**config.mk**
```make
export PLATFORM = sky130hd
export DESIGN_NAME = maze_wall_probe_flat
export DESIGN_NICKNAME = d
export VERILOG_FILES = /design/src/rtl/ghost_pkg.sv /design/src/rtl/maze_wall_probe_if.sv /design/src/rtl/maze_probe_addr.sv /design/src/rtl/maze_wall_probe.sv /design/src/flat_wrapper.sv
export SDC_FILE = /design/constraint.sdc
export NUM_CORES = 1
export LEC_CHECK = 0
export BUFFER_PORTS_ARGS = -buffer_cell sky130_fd_sc_hd__buf_4
export CAP_MARGIN = 20
export CELL_PAD_IN_SITES_DETAIL_PLACEMENT = 1
export CELL_PAD_IN_SITES_GLOBAL_PLACEMENT = 1
export CORE_MARGIN = 2
export CORE_UTILIZATION = 35
export CTS_CLUSTER_DIAMETER = 30
export DETAILED_ROUTE_END_ITERATION = 7
export GPL_TIMING_DRIVEN = 0
export PLACE_DENSITY = 0.71
export SKIP_LAST_GASP = 1
export SYNTH_ARGS = -nofsm -noshare
export SYNTH_HDL_FRONTEND = slang
export SYNTH_SLANG_ARGS = --single-unit
```
**constraint.sdc**
```tcl
create_clock -name clk -period 6.35 [get_ports clk]
set_input_delay 0.9525 -clock clk [delete_from_list [all_inputs] [get_ports clk]]
set_output_delay 0.9525 -clock clk [all_outputs]
set_load 0.02 [all_outputs]
```
**src/rtl/ghost_pkg.sv**
```systemverilog
// Shared constants and types for the sprite movers and the maze wall probe.
// Holds screen/sprite/map geometry, the direction encoding used on every
// mover interface, the probe FSM state type and the probe offset helper.
package ghost_pkg;

  localparam int SPRITE     = 16;
  localparam int CELL_SHIFT = 2;
  localparam int SCR_W      = 640;
  localparam int SCR_H      = 480;
  localparam int MAP_W      = SCR_W >> CELL_SHIFT;
  localparam int ADDR_W     = 15;

  // Probes sit every cell along the leading edge, plus one on the last pixel.
  localparam int NPROBE = (SPRITE >> CELL_SHIFT) + 1;
  // Counter must also hold NPROBE itself ("all probes done").
  localparam int K_W    = $clog2(NPROBE + 1);

  localparam logic [1:0] DIR_UP    = 2'b00;
  localparam logic [1:0] DIR_DOWN  = 2'b01;
  localparam logic [1:0] DIR_LEFT  = 2'b10;
  localparam logic [1:0] DIR_RIGHT = 2'b11;

  typedef enum logic [1:0] {
    ST_IDLE,
    ST_BOUND,
    ST_ADDR,
    ST_READ
  } probe_state_e;

  // Pixel offset of probe k along the sprite's leading edge.
  function automatic logic [10:0] probe_off(input logic [K_W-1:0] k);
    if (k == K_W'(NPROBE - 1)) return 11'(SPRITE - 1);
    return 11'(k) << CELL_SHIFT;
  endfunction

endpackage

```
**src/rtl/maze_wall_probe_if.sv**
```systemverilog
// Mover-side probe handshake plus the wall-map read port of the probe block.
// slave  : the maze_wall_probe block (accepts requests, drives wall_addr)
// master : the mover / wall-map side (issues requests, returns wall_data)
interface maze_wall_probe_if;
  import ghost_pkg::*;

  logic              req_valid;
  logic              req_ready;
  logic [9:0]        req_x;
  logic [8:0]        req_y;
  logic [1:0]        req_dir;
  logic              resp_valid;
  logic              resp_clear;
  logic [ADDR_W-1:0] wall_addr;
  logic              wall_data;

  modport slave (
    input  req_valid, req_x, req_y, req_dir, wall_data,
    output req_ready, resp_valid, resp_clear, wall_addr
  );

  modport master (
    output req_valid, req_x, req_y, req_dir, wall_data,
    input  req_ready, resp_valid, resp_clear, wall_addr
  );

endinterface

```
**src/rtl/maze_probe_addr.sv**
```systemverilog
// Combinational probe geometry: for a sprite at (x_i, y_i) moving in dir_i,
// returns whether the move leaves the screen (oob_o) and the wall-map address
// of probe k_i on the pixel row/column just ahead of the leading edge.
// Ports: x_i[10], y_i[9], dir_i[2], k_i[K_W] in; oob_o, addr_o[ADDR_W] out.
module maze_probe_addr
  import ghost_pkg::*;
(
  input  logic [9:0]        x_i,
  input  logic [8:0]        y_i,
  input  logic [1:0]        dir_i,
  input  logic [K_W-1:0]    k_i,
  output logic              oob_o,
  output logic [ADDR_W-1:0] addr_o
);

  logic [10:0] x_w, y_w, off, px, py;

  // 11-bit intermediates so x+SPRITE / y+SPRITE never wrap before comparing.
  always_comb begin
    x_w   = {1'b0, x_i};
    y_w   = {2'b0, y_i};
    off   = probe_off(k_i);
    px    = x_w + off;
    py    = y_w - 11'd1;
    oob_o = 1'b0;
    case (dir_i)
      DIR_UP: begin
        px    = x_w + off;
        py    = y_w - 11'd1;
        oob_o = (y_w == 11'd0);
      end
      DIR_DOWN: begin
        px    = x_w + off;
        py    = y_w + 11'(SPRITE);
        oob_o = (py >= 11'(SCR_H));
      end
      DIR_LEFT: begin
        px    = x_w - 11'd1;
        py    = y_w + off;
        oob_o = (x_w == 11'd0);
      end
      default: begin
        px    = x_w + 11'(SPRITE);
        py    = y_w + off;
        oob_o = (px >= 11'(SCR_W));
      end
    endcase
    addr_o = ADDR_W'(py >> CELL_SHIFT) * ADDR_W'(MAP_W) + ADDR_W'(px >> CELL_SHIFT);
  end

endmodule

```
**src/rtl/maze_wall_probe.sv**
```systemverilog
// Wall-collision responder for sprite movers. Accepts one probe request at a
// time, checks screen bounds, then walks the leading-edge probes through the
// wall map (one address cycle + one read cycle each), stopping at the first
// wall. Answers with a one-cycle resp_valid and a held resp_clear.
// Ports: clk, rst (sync, active-low); bus = maze_wall_probe_if.slave
// (request/response handshake and wall-map read port).
module maze_wall_probe
  import ghost_pkg::*;
(
  input  logic             clk,
  input  logic             rst,
  maze_wall_probe_if.slave bus
);

  probe_state_e      state_q, state_d;
  logic [9:0]        x_q, x_d;
  logic [8:0]        y_q, y_d;
  logic [1:0]        dir_q, dir_d;
  logic [K_W-1:0]    k_q, k_d;
  logic              hit_q, hit_d;
  logic              clear_q, clear_d;
  logic [ADDR_W-1:0] addr_q, addr_d;

  logic              oob;
  logic [ADDR_W-1:0] probe_addr;

  maze_probe_addr u_addr (
    .x_i    (x_q),
    .y_i    (y_q),
    .dir_i  (dir_q),
    .k_i    (k_q),
    .oob_o  (oob),
    .addr_o (probe_addr)
  );

  always_comb begin
    state_d        = state_q;
    x_d            = x_q;
    y_d            = y_q;
    dir_d          = dir_q;
    k_d            = k_q;
    hit_d          = hit_q;
    clear_d        = clear_q;
    addr_d         = addr_q;
    bus.req_ready  = 1'b0;
    bus.resp_valid = 1'b0;
    bus.resp_clear = clear_q;
    bus.wall_addr  = addr_q;

    case (state_q)
      ST_IDLE: bus.req_ready = 1'b1;
      ST_BOUND: begin
        if (oob) begin
          bus.resp_valid = 1'b1;
          bus.resp_clear = 1'b0;
          clear_d        = 1'b0;
          bus.req_ready  = 1'b1;
          state_d        = ST_IDLE;
        end else begin
          // Probe 0 is issued straight from the bounds cycle.
          bus.wall_addr = probe_addr;
          addr_d        = probe_addr;
          state_d       = ST_READ;
        end
      end
      ST_READ: begin
        hit_d   = bus.wall_data;
        k_d     = k_q + K_W'(1);
        state_d = ST_ADDR;
      end
      ST_ADDR: begin
        // The address slot after a read doubles as the response slot.
        if (hit_q || (k_q == K_W'(NPROBE))) begin
          bus.resp_valid = 1'b1;
          bus.resp_clear = ~hit_q;
          clear_d        = ~hit_q;
          bus.req_ready  = 1'b1;
          state_d        = ST_IDLE;
        end else begin
          bus.wall_addr = probe_addr;
          addr_d        = probe_addr;
          state_d       = ST_READ;
        end
      end
      default: state_d = ST_IDLE;
    endcase

    // Ready is also high in the response cycle, so a waiting request is
    // taken back-to-back.
    if (bus.req_ready && bus.req_valid) begin
      x_d     = bus.req_x;
      y_d     = bus.req_y;
      dir_d   = bus.req_dir;
      k_d     = '0;
      hit_d   = 1'b0;
      state_d = ST_BOUND;
    end
  end

  always_ff @(posedge clk) begin
    if (!rst) begin
      state_q <= ST_IDLE;
      clear_q <= 1'b0;
      addr_q  <= '0;
    end else begin
      state_q <= state_d;
      clear_q <= clear_d;
      addr_q  <= addr_d;
    end
    x_q   <= x_d;
    y_q   <= y_d;
    dir_q <= dir_d;
    k_q   <= k_d;
    hit_q <= hit_d;
  end

endmodule
```
**src/flat_wrapper.sv**
```systemverilog
// flat-port wrapper written by rule: the top's interface ports become plain ports
module maze_wall_probe_flat import ghost_pkg::*;
  (clk, rst, bus_req_valid, bus_req_x, bus_req_y, bus_req_dir, bus_wall_data, bus_req_ready, bus_resp_valid, bus_resp_clear, bus_wall_addr);
  maze_wall_probe_if bus_i ();
  input  logic clk;
  input  logic rst;
  input wire logic [$bits(bus_i.req_valid)-1:0] bus_req_valid;
  input wire logic [$bits(bus_i.req_x)-1:0] bus_req_x;
  input wire logic [$bits(bus_i.req_y)-1:0] bus_req_y;
  input wire logic [$bits(bus_i.req_dir)-1:0] bus_req_dir;
  input wire logic [$bits(bus_i.wall_data)-1:0] bus_wall_data;
  output wire logic [$bits(bus_i.req_ready)-1:0] bus_req_ready;
  output wire logic [$bits(bus_i.resp_valid)-1:0] bus_resp_valid;
  output wire logic [$bits(bus_i.resp_clear)-1:0] bus_resp_clear;
  output wire logic [$bits(bus_i.wall_addr)-1:0] bus_wall_addr;
  assign bus_i.req_valid = bus_req_valid;
  assign bus_i.req_x = bus_req_x;
  assign bus_i.req_y = bus_req_y;
  assign bus_i.req_dir = bus_req_dir;
  assign bus_i.wall_data = bus_wall_data;
  assign bus_req_ready = bus_i.req_ready;
  assign bus_resp_valid = bus_i.resp_valid;
  assign bus_resp_clear = bus_i.resp_clear;
  assign bus_wall_addr = bus_i.wall_addr;
  maze_wall_probe u_core (.clk(clk), .rst(rst), .bus(bus_i));
endmodule
```
# Word-level counts from Yosys, hierarchy flattened
# Index checks and enable logic that the tools add are counted.
# Widths: inputs -> output; s select.
# totals
reg_bits,43
input_bits,25
word_cells,59
# op_classes
add_sub_neg,8
multipliers,1
n_lt_le_gt_ge,2
n_eq_ne,7
mux,20
bitwise,2
n_reduce_logical,10
# ops
cell,n
$pmux 11 s2,2
$mux 15,2
$pmux 15 s2,1
$mux 11,2
$add 15x9->15,1
$add 10x11->11,1
$add 10x5->11 const B,1
$add 9x11->11,1
$ge 11x10->1 const B,1
$sub 10x1->11 const B,1
$add 9x5->10 const B,1
$ge 10x9->1 const B,1
$logic_not 10->1,1
$mul 9x3->10 const B,1
$sub 9x1->10 const B,1
$logic_not 9->1,1
$eq 2x2->1 const B,3
$eq 3x3->1 const B,2
$mux 1,6
$pmux 1 s3,2
$pmux 2 s3,1
$eq 2x1->1 const B,2
$logic_not 2->1,2
$mux 2,2
other kinds (8),11

# Longest topological paths before layout
# Gate-level depths: netlist of the first run.
# logic_depth
word_depth,9
mapped_depth,25
mapped_depth_nobuf,25

# Cells and area by module
# Synthesis of the first run repeated with hierarchy kept, for this count alone.
# hier_totals
hier_cells,450
hier_area_um2,3776.1
# by_module_without_submodules
mod,instances,cells_per_inst,area_each_um2
maze_wall_probe,1,198,1974.4
maze_probe_addr,1,252,1801.7

# Least setup slack after synthesis of the first run
# No wires, ideal clock.
# synth_timing
kind,register -> output
from,register u_core.k_q[0]
to,output bus_wall_addr[14]
arrival_time_ns,4.220
t_required_ns,5.398
path_slack_ns,1.178
stages_incl_launch_ff,21
cell_sequence,dfxtp_1 inv_1 ha_1 nand2_1 nand2_1 ha_1 nor3_1 a2111oi_2 or3_1 nand3_1 o21ai_0 ha_1 ha_1 fa_1 nand3_1 nand2_1 xor2_1 nand4_1 nor2_1 xnor3_1 a22o_1
# synth_via
elab_chain_len,9
word_cells_on_any_way,14
# synth_lines
element,line,source
from (decl),maze_wall_probe.sv:19,"logic [K_W-1:0] k_q, k_d;"
from (signal assigned),maze_wall_probe.sv:113,k_q <= k_d;
$eq 3x3->1,ghost_pkg.sv:32,if (k == K_W'(NPROBE - 1)) return 11'(SPRITE - 1);
$mux 1,ghost_pkg.sv:32,
$mux 11,ghost_pkg.sv:33,return 11'(k) << CELL_SHIFT;
$add 9x11->11,"maze_probe_addr.sv:39, maze_probe_addr.sv:44",
$pmux 11 s2,maze_probe_addr.sv:26,case (dir_i)
$mul 9x3->10,maze_probe_addr.sv:48,addr_o = ADDR_W'(py >> CELL_SHIFT) * ADDR_W'(MAP_W) + ADDR_W'(px >> CELL_SHIFT);
$add 15x9->15,maze_probe_addr.sv:48,
$mux 15 (on tied branches),n/a,
$pmux 15 s2 *,n/a,
to (decl),flat_wrapper.sv:15,output wire logic [$bits(bus_i.wall_addr)-1:0] bus_wall_addr;
# Mark *: on every way between the ends. The rest lies on a longest branch, timed or not.

# Worst setup path in the final report of the first run
# Same ends and word-level chain as after synthesis.

==> results of run 1 <==
[metrics by stage]
step,instances,utilization (%)
after floorplan,387,-
after detailed placement,562,41.30
final,569,42.57
after CTS,570,42.21
after global placement,562,41.30
after global routing,569,42.57
[cell usage in the layout, fill, tap and decap left out, drive strengths merged, types with 18 or more instances in the layout]
cell / n
a21oi: 18
a22o: 25
buf: 48
dfxtp: 22
edfxtp: 21
ha: 45
inv: 25
nand2: 27
nor2: 33
o21ai: 19
xor2: 20
[flip-flops by register name (all words and copies together) (netlist names)]
| register | cells |
|---|---|
| u_core.addr_q | 15 |
| u_core.clear_q | 1 |
| u_core.dir_q | 2 |
| u_core.hit_q | 1 |
| u_core.k_q | 3 |
| u_core.state_q | 2 |
| u_core.x_q | 10 |
| u_core.y_q | 9 |
[cells in the mapped netlist (2+ instances only)]
| library cell | n |
|---|---|
| nor2b_1 | 5 |
| nand3_1 | 12 |
| mux2i_1 | 4 |
| o22ai_1 | 3 |
| a31oi_1 | 4 |
| a22o_1 | 25 |
| xnor2_1 | 13 |
| buf_6 | 2 |
| a21o_1 | 4 |
| nor2_1 | 33 |
| a2111oi_2 | 2 |
| xor2_1 | 20 |
| o21bai_1 | 2 |
| a211oi_1 | 4 |
| a21boi_0 | 4 |
| a22oi_1 | 2 |
| and4_1 | 2 |
| edfxtp_1 | 21 |
| nor3_1 | 7 |
| nand4_1 | 2 |
| dfxtp_1 | 22 |
| nand2_1 | 27 |
| and2_1 | 8 |
| buf_4 | 3 |
| and3_1 | 6 |
| nand2b_1 | 5 |
| o31ai_1 | 2 |
| a21oi_1 | 18 |
| ha_1 | 45 |
| inv_1 | 22 |
| o21ai_2 | 2 |
| o21ai_0 | 16 |
| clkbuf_1 | 5 |
| fa_1 | 2 |
| nor4_1 | 5 |
| or3_1 | 3 |
[tightest hold or removal path, stage by stage (launching register included)]
cell and delay [ns]:
dfxtp_1 0.31, nand2_1 0.07, a21oi_1 0.06
[cell type report]
class	instances	area (sq um)
inverters	22	82.58
multi-input cells	311	2406
well taps	133	166.4
flip-flops and latches	43	1074
clock buffers	5	68.82
repair buffers	42	315.3
fillers	1153	5665
plain buffers	10	65.06
clock inverters	3	21.27
[where the power goes]
part / total [uW] / switching [uW] / internal (uW) / leakage (uW)
Clock: 192 / 113 / 79.7 / 0.0000494
Combinational: 1740 / 1010 / 736 / 0.00137
Sequential: 463 / 83.0 / 380 / 0.000378
Total: 2400 / 1200 / 1200 / 0.00180
[cell families (layout without fill, tap and decap cells)]
group / Yosys count / after routing
multiplexers: 4 / 4
XOR/XNOR: 34 / 34
adder cells (fa/ha/maj): 47 / 47
buffers and inverters: 33 / 82
flip-flops: 43 / 43
AND/OR/NAND/NOR: 124 / 124
AO/OA/AOI/OAI: 102 / 102
[worst max-delay path by stage]
stage             startpoint                end  slack, ns  depth (start not counted)
5_1_grt        u_core.k_q[0]  bus_wall_addr[14]       0.01                         20
6_report       u_core.k_q[0]  bus_wall_addr[14]       0.37                         21
3_3_place_gp   u_core.k_q[0]  bus_wall_addr[14]       0.58                         21
4_1_cts        u_core.k_q[0]  bus_wall_addr[14]       0.13                         21
2_1_floorplan  u_core.k_q[0]  bus_wall_addr[14]       1.18                         20
3_5_place_dp   u_core.k_q[0]  bus_wall_addr[14]       0.50                         21
[timing repair]
action	in CTS	in global routing
endpoints found under the setup margin	0	1
hold buffers	0	0
setup buffers	0	0
gates resized for setup	0	8
[per-layer routing]
| metal | vias to the layer above | routed length (um) | GRT usage, % |
|---|---|---|---|
| met4 | 0 | 75 | 4.381 |
| met5 | - | 0 | 0 |
| met1 | 1414 | 4269 | 22.03 |
| met2 | 48 | 4352 | 29.22 |
| met3 | 4 | 252 | 2.412 |
| li1 | 1513 | - | - |
==> results.py, run 1 <==
metrics = {
    "outcome": {
        "status": "complete, no violations",
    },
    "timing": {
        "fin_crit_sh_pct": 94.19,
        "tns_ns": 0,
        "finClkSkew_ns": 0.01009,
        "fin_crit_ns": 5.981,
        "hold_ws_ns": 0.4768,
        "slew_headroom_pct": 62.85,
        "max_clock_freq_mhz": 167.2,
        "worstMarginPinSlew_ns": 0.5522,
        "timing.final.ws_setup_ns": 0.3691,
        "rsz0062_at_grt": "no",
        "drv_slew": 0,
        "final_hold_viol_count": 0,
        "setup_violations": 0,
    },
    "worst_setup_path": {
        "r2r-end": "u_core.addr_q[14]",
        "cp_cell_sequence": "inv_1, ha_1, nand2_1, nand2_1, ha_1, nor3_2, a2111oi_4, or3_1, nand3_1, o21ai_0, ha_1, ha_1, fa_1, nand3_1, nand2_1, xor2_1, nand4_1, nor2_1, xnor3_1, a22o_1, buf_4",
        "cpPeakStageDelay_ns": 0.41,
        "endpoint_kind": "primary output",
        "reg2reg_depth": 20,
        "criticalPathCategory": "flip-flop to primary output",
        "start_kind": "flip-flop",
        "critPathRequiredTime_ns": 5.40,
        "r2r-start": "u_core.k_q[0]",
        "rrSetupSlack_ns": 1.69,
        "crit_arrival_ns": 5.03,
        "cp_slowest_cell": "dfxtp_2",
        "worst-path-buf-inv": 2,
        "crit_family": "adder cells",
        "crit_path_frequent_cell": "ha_1",
        "cp_max_fo": 7,
    },
    "run": {
        "cap_violations": 0,
    },
    "clock_network": {
        "clock-sinks": 43,
        "numCtsBuffers": 5,
        "htreeDepth": 2,
        "ctsLongestPathBuffers": 2,
        "cts_tree": "yes",
        "clk_latency_ns": 0.31,
        "path_clk_slew_ns": 0.10,
        "cts_root_buffer": "clkbuf_8",
    },
    "synth": {
        "ys_seq_area_share_pct": 29.82,
        "synthesis.area_sq_mm": 0.003592,
        "async_flop_share_pct": 0,
        "avgSynthCellArea_sq_um": 9.282,
        "ys_seq_elements": 43,
        "synthXorXnorAreaFrac_pct": 8.673,
        "synth_compound_area_share_pct": 21.91,
        "synth.area.top_cells": "edfxtp_1, ha_1, dfxtp_1, a22o_1, xor2_1",
        "yosys.area_share.simple_pct": 17.49,
        "ys_warn_count": 0,
        "syn-num-nets": 459,
        "syn_inst": 387,
        "synth.mux.area_fraction_pct": 1.115,
        "synth_top_family_by_area": "compound AO/OA/AOI/OAI gates",
        "synth_adder_area_share_pct": 16.79,
        "synth_top_area_cell": "edfxtp_1",
        "yosysTopAreaCellShare_pct": 17.55,
        "synth-edff-count": 21,
        "synth-main-ff-cell": "dfxtp_1",
        "yosysUniqueCellTypes": 61,
    },
    "pwr": {
        "vdd_drop_max_uv": 288.4,
        "power.total_uw": 2398,
        "p_leak_uw": 0.001800,
        "pwr_density_cell_mw_per_mm2": 571.1,
    },
    "global_route": {
        "antenna_found_initial": 0,
        "grt_pass1_wl_um": 15350,
        "grt_pass1_vias": 3138,
        "grt_max_degree": 28,
        "grt_use_total_pct": 16.91,
        "grt-ovfl-total": 0,
    },
    "layout": {
        "drive_above_1_share_pct": 17.20,
        "final_net_count": 507,
        "antenna_cells": 0,
        "fin_area_sq_mm": 0.004199,
        "areaGrowthSynthToFinish_pct": 16.89,
    },
    "drt": {
        "vias": 2979,
        "viasPerCell": 5.236,
        "drt-pass1-iter-count": 4,
        "postRouteAntennaNets": 0,
        "routed_wl_um": 8949,
        "wl_per_cell_um": 15.73,
        "drc": 0,
        "drt_iter0_drc": 96,
    },
    "die": {
        "dieArea_sq_mm": 0.01109,
        "start_util_pct": 36.42,
        "die_h_um": 105.3,
        "placementRows": 36,
        "die_w_um": 105.3,
        "coreArea_sq_mm": 0.009864,
        "ios": 43,
    },
    "placement": {
        "place_area_sq_mm": 0.004074,
        "dp_hpwl_um": 7297,
        "port_buffers": 42,
        "gp_congestion": 0.8398,
        "place_ws_ns": 0.4966,
    },
    "hold_path": {
        "hold_start": "u_core.addr_q[3]",
        "min_to": "u_core.addr_q[3]",
        "hold_path.class": "flip-flop to flip-flop",
        "min_path_cells": 2,
    },
}
No activity file was read; power rests on OpenSTA's default activity.
==> run 2: changes to the inputs <==
--- a/config.mk
+++ b/config.mk
@@ -9,6 +9,7 @@
 export CAP_MARGIN = 20
 export CELL_PAD_IN_SITES_DETAIL_PLACEMENT = 1
 export CELL_PAD_IN_SITES_GLOBAL_PLACEMENT = 1
+export CORE_ASPECT_RATIO = 1.2
 export CORE_MARGIN = 2
 export CORE_UTILIZATION = 35
 export CTS_CLUSTER_DIAMETER = 30
==> constraint.sdc (replaced) <==
create_clock -name clk -period 5.7 [get_ports clk]
set_input_delay 0.855 -clock clk [delete_from_list [all_inputs] [get_ports clk]]
set_output_delay 0.855 -clock clk [all_outputs]
set_load 0.02 [all_outputs]
==> results.py, run 2 (synthesis gave the netlist of run 1 again) <==
metrics = {
    "drt": {
        "viasPerCell": 5.464,
        "postRouteAntennaNets": 0,
        "drc": 0,
        "wl_per_cell_um": 17.03,
        "routed_wl_um": 9824,
        "drt_iter0_drc": 64,
        "vias": 3153,
        "drt-pass1-iter-count": 4,
    },
    "pwr": {
        "combPwrFrac_pct": 75.4,
        "p_leak_uw": 0.001931,
        "p_clk_share_pct": 8.9,
        "vdd_drop_max_uv": 301.2,
        "p_sw_uw": 1579,
        "p_int_uw": 1742,
        "swShare_pct": 47.55,
        "p_seq_share_pct": 15.7,
        "pwr_density_cell_mw_per_mm2": 701.2,
    },
    "placement": {
        "dp_hpwl_um": 7330,
        "gp_congestion": 0.8242,
        "port_buffers": 42,
        "place_inst": 555,
        "place_area_sq_mm": 0.004065,
    },
    "timing": {
        "finClkSkew_ns": 0.003979,
        "slew_headroom_pct": 64.00,
        "worstMarginPinSlew_ns": 0.5399,
        "tns_ns": 0,
        "final_hold_viol_count": 0,
        "max_clock_freq_mhz": 180.2,
        "fin_crit_ns": 5.550,
        "drv_slew": 0,
        "hold_ws_ns": 0.4782,
        "fin_crit_sh_pct": 97.37,
        "setup_violations": 0,
    },
    "clock_network": {
        "numCtsBuffers": 5,
        "clock-sinks": 43,
        "cts_tree": "yes",
        "ctsLongestPathBuffers": 2,
        "path_clk_slew_ns": 0.07,
        "cts_root_buffer": "clkbuf_16",
        "htreeDepth": 2,
        "clk_latency_ns": 0.29,
    },
    "layout": {
        "n_fill_cell": 1145,
        "drive_above_1_share_pct": 30.82,
        "fin_cells": 577,
        "final_net_count": 522,
        "final_cell_mix": "buf_4, nor2_1, ha_1",
        "antenna_cells": 0,
        "final_common_cell": "buf_4",
        "fin_area_sq_mm": 0.004737,
        "fin_util_pct": 47.33,
        "top_regs": "u_core.addr_q (15), u_core.x_q (10), u_core.y_q (9)",
        "areaGrowthSynthToFinish_pct": 31.87,
        "largest_register": "u_core.addr_q",
        "largest_register_ffs": 15,
    },
    "global_route": {
        "grt-ovfl-total": 0,
        "grt_max_degree": 28,
        "grt_use_total_pct": 18.22,
        "grt_pass1_vias": 3265,
        "antenna_found_initial": 0,
        "grt_pass1_wl_um": 15970,
    },
    "worst_setup_path": {
        "cpPeakStageDelay_ns": 0.49,
        "cp_max_fo": 5,
        "critPathRequiredTime_ns": 4.85,
        "start_kind": "flip-flop",
        "crit_arrival_ns": 4.70,
        "cp_slowest_cell": "a2111oi_4",
        "crit_path_frequent_cell": "ha_4",
        "cp_cell_sequence": "inv_4, ha_4, nand2_4, inv_2, ha_4, nand4_4, a2111oi_4, o21ai_2, a21oi_2, xor2_2, ha_4, fa_2, nand3_2, nand2_2, xor2_2, nand4_1, nor2_2, xnor3_2, a22o_1, buf_4",
        "criticalPathCategory": "flip-flop to primary output",
        "endpoint_kind": "primary output",
    },
    "hold_path": {
        "hold_path.class": "flip-flop to flip-flop",
    },
    "die": {
        "die_h_um": 115.0,
        "coreArea_sq_mm": 0.01001,
        "die_w_um": 96.48,
        "ios": 43,
        "placementRows": 40,
        "dieArea_sq_mm": 0.01109,
        "start_util_pct": 35.89,
    },
    "run": {
        "cap_violations": 0,
    },
    "outcome": {
        "status": "complete, no violations",
    },
}
run 2: cell count changes in the layout (fill, tap and decap cells not counted), sizes merged:
cell	previous run	this run
clkbuf	9	8
buf	48	64
run 2: repair_timing:
item,4_1_cts,5_1_grt
hold buffers,0,0
endpoints found under the setup margin,3,7
buffers inserted,3,13
resized for setup,26,52
pin swaps,13,29
cloned,0,0
run 2: final timing paths:
| path | from | endpoint | slack [ns] | cells after the start |
|---|---|---|---|---|
| max | u_core.k_q[1] | bus_wall_addr[14] | 0.15 | 20 |
| min | u_core.addr_q[3] | u_core.addr_q[3] | 0.48 | 2 |
| max reg2reg | u_core.k_q[1] | u_core.addr_q[14] | 1.35 | 19 |
| min reg2reg | u_core.addr_q[3] | u_core.addr_q[3] | 0.48 | 2 |
run 2: worst max-delay path: cells and delay by family (launching register included):
kind / cells / cell delay, ns
AO/OA/AOI/OAI: 4 / 1.08
XOR/XNOR: 3 / 0.83
adder cells (fa/ha/maj): 4 / 1.09
buffers and inverters: 3 / 0.27
flip-flops: 1 / 0.38
AND/OR/NAND/NOR: 6 / 0.72
run 2: final cells by class:
cell class	count	area, sq um	area share (%)
timing repair buffer	58	435.4	9.192
multi-input combinational	311	2773	58.53
clock inverter	3	21.27	0.4490
tap	126	157.7	3.328
inverter	22	85.08	1.796
sequential	43	1079	22.77
clock buffer	5	125.1	2.641
buffer	9	61.31	1.294
run 2: power by group through the flow:
stage | combinational, uW | clock [uW] | sequential (uW)
after floorplan | 1450 | 0 | 485
after global placement | 1890 | 0 | 510
after detailed placement | 1950 | 0 | 515
after CTS | 2110 | 302 | 517
after global routing | 2750 | 316 | 536
final | 2500 | 294 | 523
run 2: stage by stage:
| stage | worst slack, ns | power, uW |
|---|---|---|
| after global placement | -0.04382 | 2400 |
| after detailed placement | -0.1831 | 2464 |
| final | 0.1498 | 3322 |
| after floorplan | 0.6251 | 1930 |
| after global routing | -0.05733 | 3601 |
| after CTS | 0.02360 | 2925 |
run 2: layer usage:
| metal | share of wire [%] | GRT usage [%] | vias to the layer above | wire length [um] |
|---|---|---|---|---|
| li1 | - | - | 1541 | - |
| met1 | 42 | 21.88 | 1542 | 4145 |
| met2 | 53 | 33.24 | 52 | 5203 |
| met3 | 2.5 | 2.621 | 18 | 244 |
| met4 | 2.3 | 5.352 | 0 | 230 |
| met5 | 0 | 0 | - | 0 |
==> run 3: changes to the inputs <==
--- a/config.mk
+++ b/config.mk
@@ -16,6 +16,7 @@
 export DETAILED_ROUTE_END_ITERATION = 7
 export GPL_TIMING_DRIVEN = 0
 export PLACE_DENSITY = 0.71
+export RECOVER_POWER = 50
 export SKIP_LAST_GASP = 1
 export SYNTH_ARGS = -nofsm -noshare
 export SYNTH_HDL_FRONTEND = slang
==> constraint.sdc (replaced) <==
create_clock -name clk -period 5.7 [get_ports clk]
set_input_delay 0.855 -clock clk [delete_from_list [all_inputs] [get_ports clk]]
set_output_delay 0.855 -clock clk [all_outputs]
set_load 0.01 [all_outputs]
==> results.py, run 3 (synthesis gave the netlist of run 1 again) <==
metrics = {
    "outcome": {
        "status": "complete, no violations",
    },
    "run": {
        "cap_violations": 0,
    },
    "die": {
        "coreArea_sq_mm": 0.01001,
        "die_h_um": 115.0,
        "ios": 43,
        "dieArea_sq_mm": 0.01109,
        "placementRows": 40,
        "die_w_um": 96.48,
        "start_util_pct": 35.89,
    },
    "hold_path": {
        "hold_path.class": "flip-flop to flip-flop",
        "hold_start": "u_core.addr_q[3]",
        "min_path_cells": 2,
        "min_to": "u_core.addr_q[3]",
    },
    "layout": {
        "fin_area_sq_mm": 0.004676,
        "final_net_count": 523,
        "drive_above_1_share_pct": 28.98,
        "areaGrowthSynthToFinish_pct": 30.16,
        "largest_register": "u_core.addr_q",
        "largest_register_ffs": 15,
        "final_cell_mix": "buf_4, nor2_1, ha_1",
        "final_common_cell": "buf_4",
        "top_regs": "u_core.addr_q (15), u_core.x_q (10), u_core.y_q (9)",
        "antenna_cells": 0,
    },
    "drt": {
        "drt-pass1-iter-count": 4,
        "viasPerCell": 5.467,
        "drt_iter0_drc": 90,
        "routed_wl_um": 9904,
        "wl_per_cell_um": 17.13,
        "drc": 0,
        "postRouteAntennaNets": 0,
        "vias": 3160,
    },
    "worst_setup_path": {
        "crit_start": "u_core.k_q[1]",
        "r2r-start": "u_core.k_q[1]",
        "criticalPathCategory": "flip-flop to primary output",
        "critPathRequiredTime_ns": 4.85,
        "cp_max_fo": 5,
        "endpoint_kind": "primary output",
        "rrSetupSlack_ns": 1.32,
        "r2r-end": "u_core.addr_q[14]",
        "start_kind": "flip-flop",
        "crit_arrival_ns": 4.71,
        "reg2reg_depth": 19,
    },
    "clock_network": {
        "clock-sinks": 43,
        "path_clk_slew_ns": 0.07,
        "cts_tree": "yes",
        "clk_latency_ns": 0.29,
        "htreeDepth": 2,
        "cts_root_buffer": "clkbuf_16",
        "numCtsBuffers": 5,
        "ctsLongestPathBuffers": 2,
        "ctsHoldBuffers": 0,
    },
    "placement": {
        "dp_hpwl_um": 7330,
        "place_area_sq_mm": 0.004065,
        "port_buffers": 42,
        "gp_congestion": 0.8242,
    },
    "global_route": {
        "grt-ovfl-total": 0,
        "grt_use_total_pct": 18.21,
        "grt_pass1_vias": 3266,
        "grt_pass1_wl_um": 15970,
        "grt_max_degree": 28,
        "antenna_found_initial": 0,
    },
    "pwr": {
        "vdd_drop_max_uv": 301.0,
        "power.total_uw": 3210,
        "pwr_density_cell_mw_per_mm2": 686.6,
        "p_leak_uw": 0.001920,
    },
    "timing": {
        "final_hold_viol_count": 0,
        "worstMarginPinSlew_ns": 1.015,
        "finClkSkew_ns": 0.003731,
        "setup_violations": 0,
        "tns_ns": 0,
        "max_clock_freq_mhz": 179.8,
        "slew_headroom_pct": 30.55,
        "drv_slew": 0,
        "fin_crit_sh_pct": 97.57,
        "fin_crit_ns": 5.561,
    },
}
## run 3: how the worst max path moves through the flow
| stage | to | slack, ns | cells after the start |
|---|---|---|---|
| floorplan | bus_wall_addr[14] | 0.67 | 20 |
| global placement | bus_wall_addr[14] | -0.03 | 20 |
| detailed placement | bus_wall_addr[14] | -0.17 | 22 |
| CTS | bus_wall_addr[14] | 0.004 | 25 |
| global route | bus_wall_addr[14] | -0.10 | 26 |
| finish | bus_wall_addr[14] | 0.14 | 20 |
## run 3: cell type report
type                            instances  area, sq um
Fill cell                            1154         5334
Multi-Input combinational cell        311         2718
Sequential cell                        43         1079
Timing Repair Buffer                   59        442.9
Tap cell                              126        157.7
Clock buffer                            5        125.1
Inverter                               22        82.58
Buffer                                  9        50.05
Clock inverter                          3        21.27
## run 3: timing repair
action / in CTS / in global routing
resized for setup: 25 / 51
buffers inserted: 3 / 14
setup endpoints to repair: 3 / 7
pin swaps: 13 / 28
## run 3: where the power goes
group          switching (uW)  internal, uW  total, uW  leakage (uW)
clock                     131           165        295     0.0000751
combinational            1270          1120       2390       0.00147
sequential               97.2           426        523      0.000378
total                    1490          1720       3210       0.00192
## run 3: per-stage QoR
| step | hold WS (ns) | util, % | setup slack, ns | instances |
|---|---|---|---|---|
| 6_report | 0.4755 | 46.71 | 0.1386 | 578 |
| 5_1_grt | 0.4936 | 46.71 | -0.1009 | 578 |
| 3_3_place_gp | 0.4575 | 40.61 | -0.02964 | 555 |
| 4_1_cts | 0.4764 | 43.59 | 0.003606 | 565 |
| 2_1_floorplan | 0.4426 | - | 0.6660 | 387 |
| 3_5_place_dp | 0.4566 | 40.61 | -0.1687 | 555 |
## run 3: metal layers
layer | track usage, % | up-vias | wire (um)
li1 | - | 1537 | -
met1 | 22.04 | 1539 | 4196
met2 | 32.87 | 64 | 5179
met4 | 5.634 | 0 | 236
met3 | 2.621 | 20 | 292
met5 | 0 | - | 0
## run 3: critical path, stage by stage, from the launching register on
cell	delay, ns
dfxtp_4	0.36
inv_2	0.06
ha_4	0.17
nand2_4	0.09
inv_2	0.07
ha_4	0.28
nand4_4	0.12
a2111oi_4	0.50
o21ai_2	0.18
a21oi_2	0.20
xor2_2	0.27
ha_4	0.27
fa_2	0.38
nand3_2	0.11
nand2_2	0.07
xor2_2	0.18
nand4_1	0.17
nor2_2	0.18
xnor3_2	0.38
a22o_1	0.22
buf_4	0.14
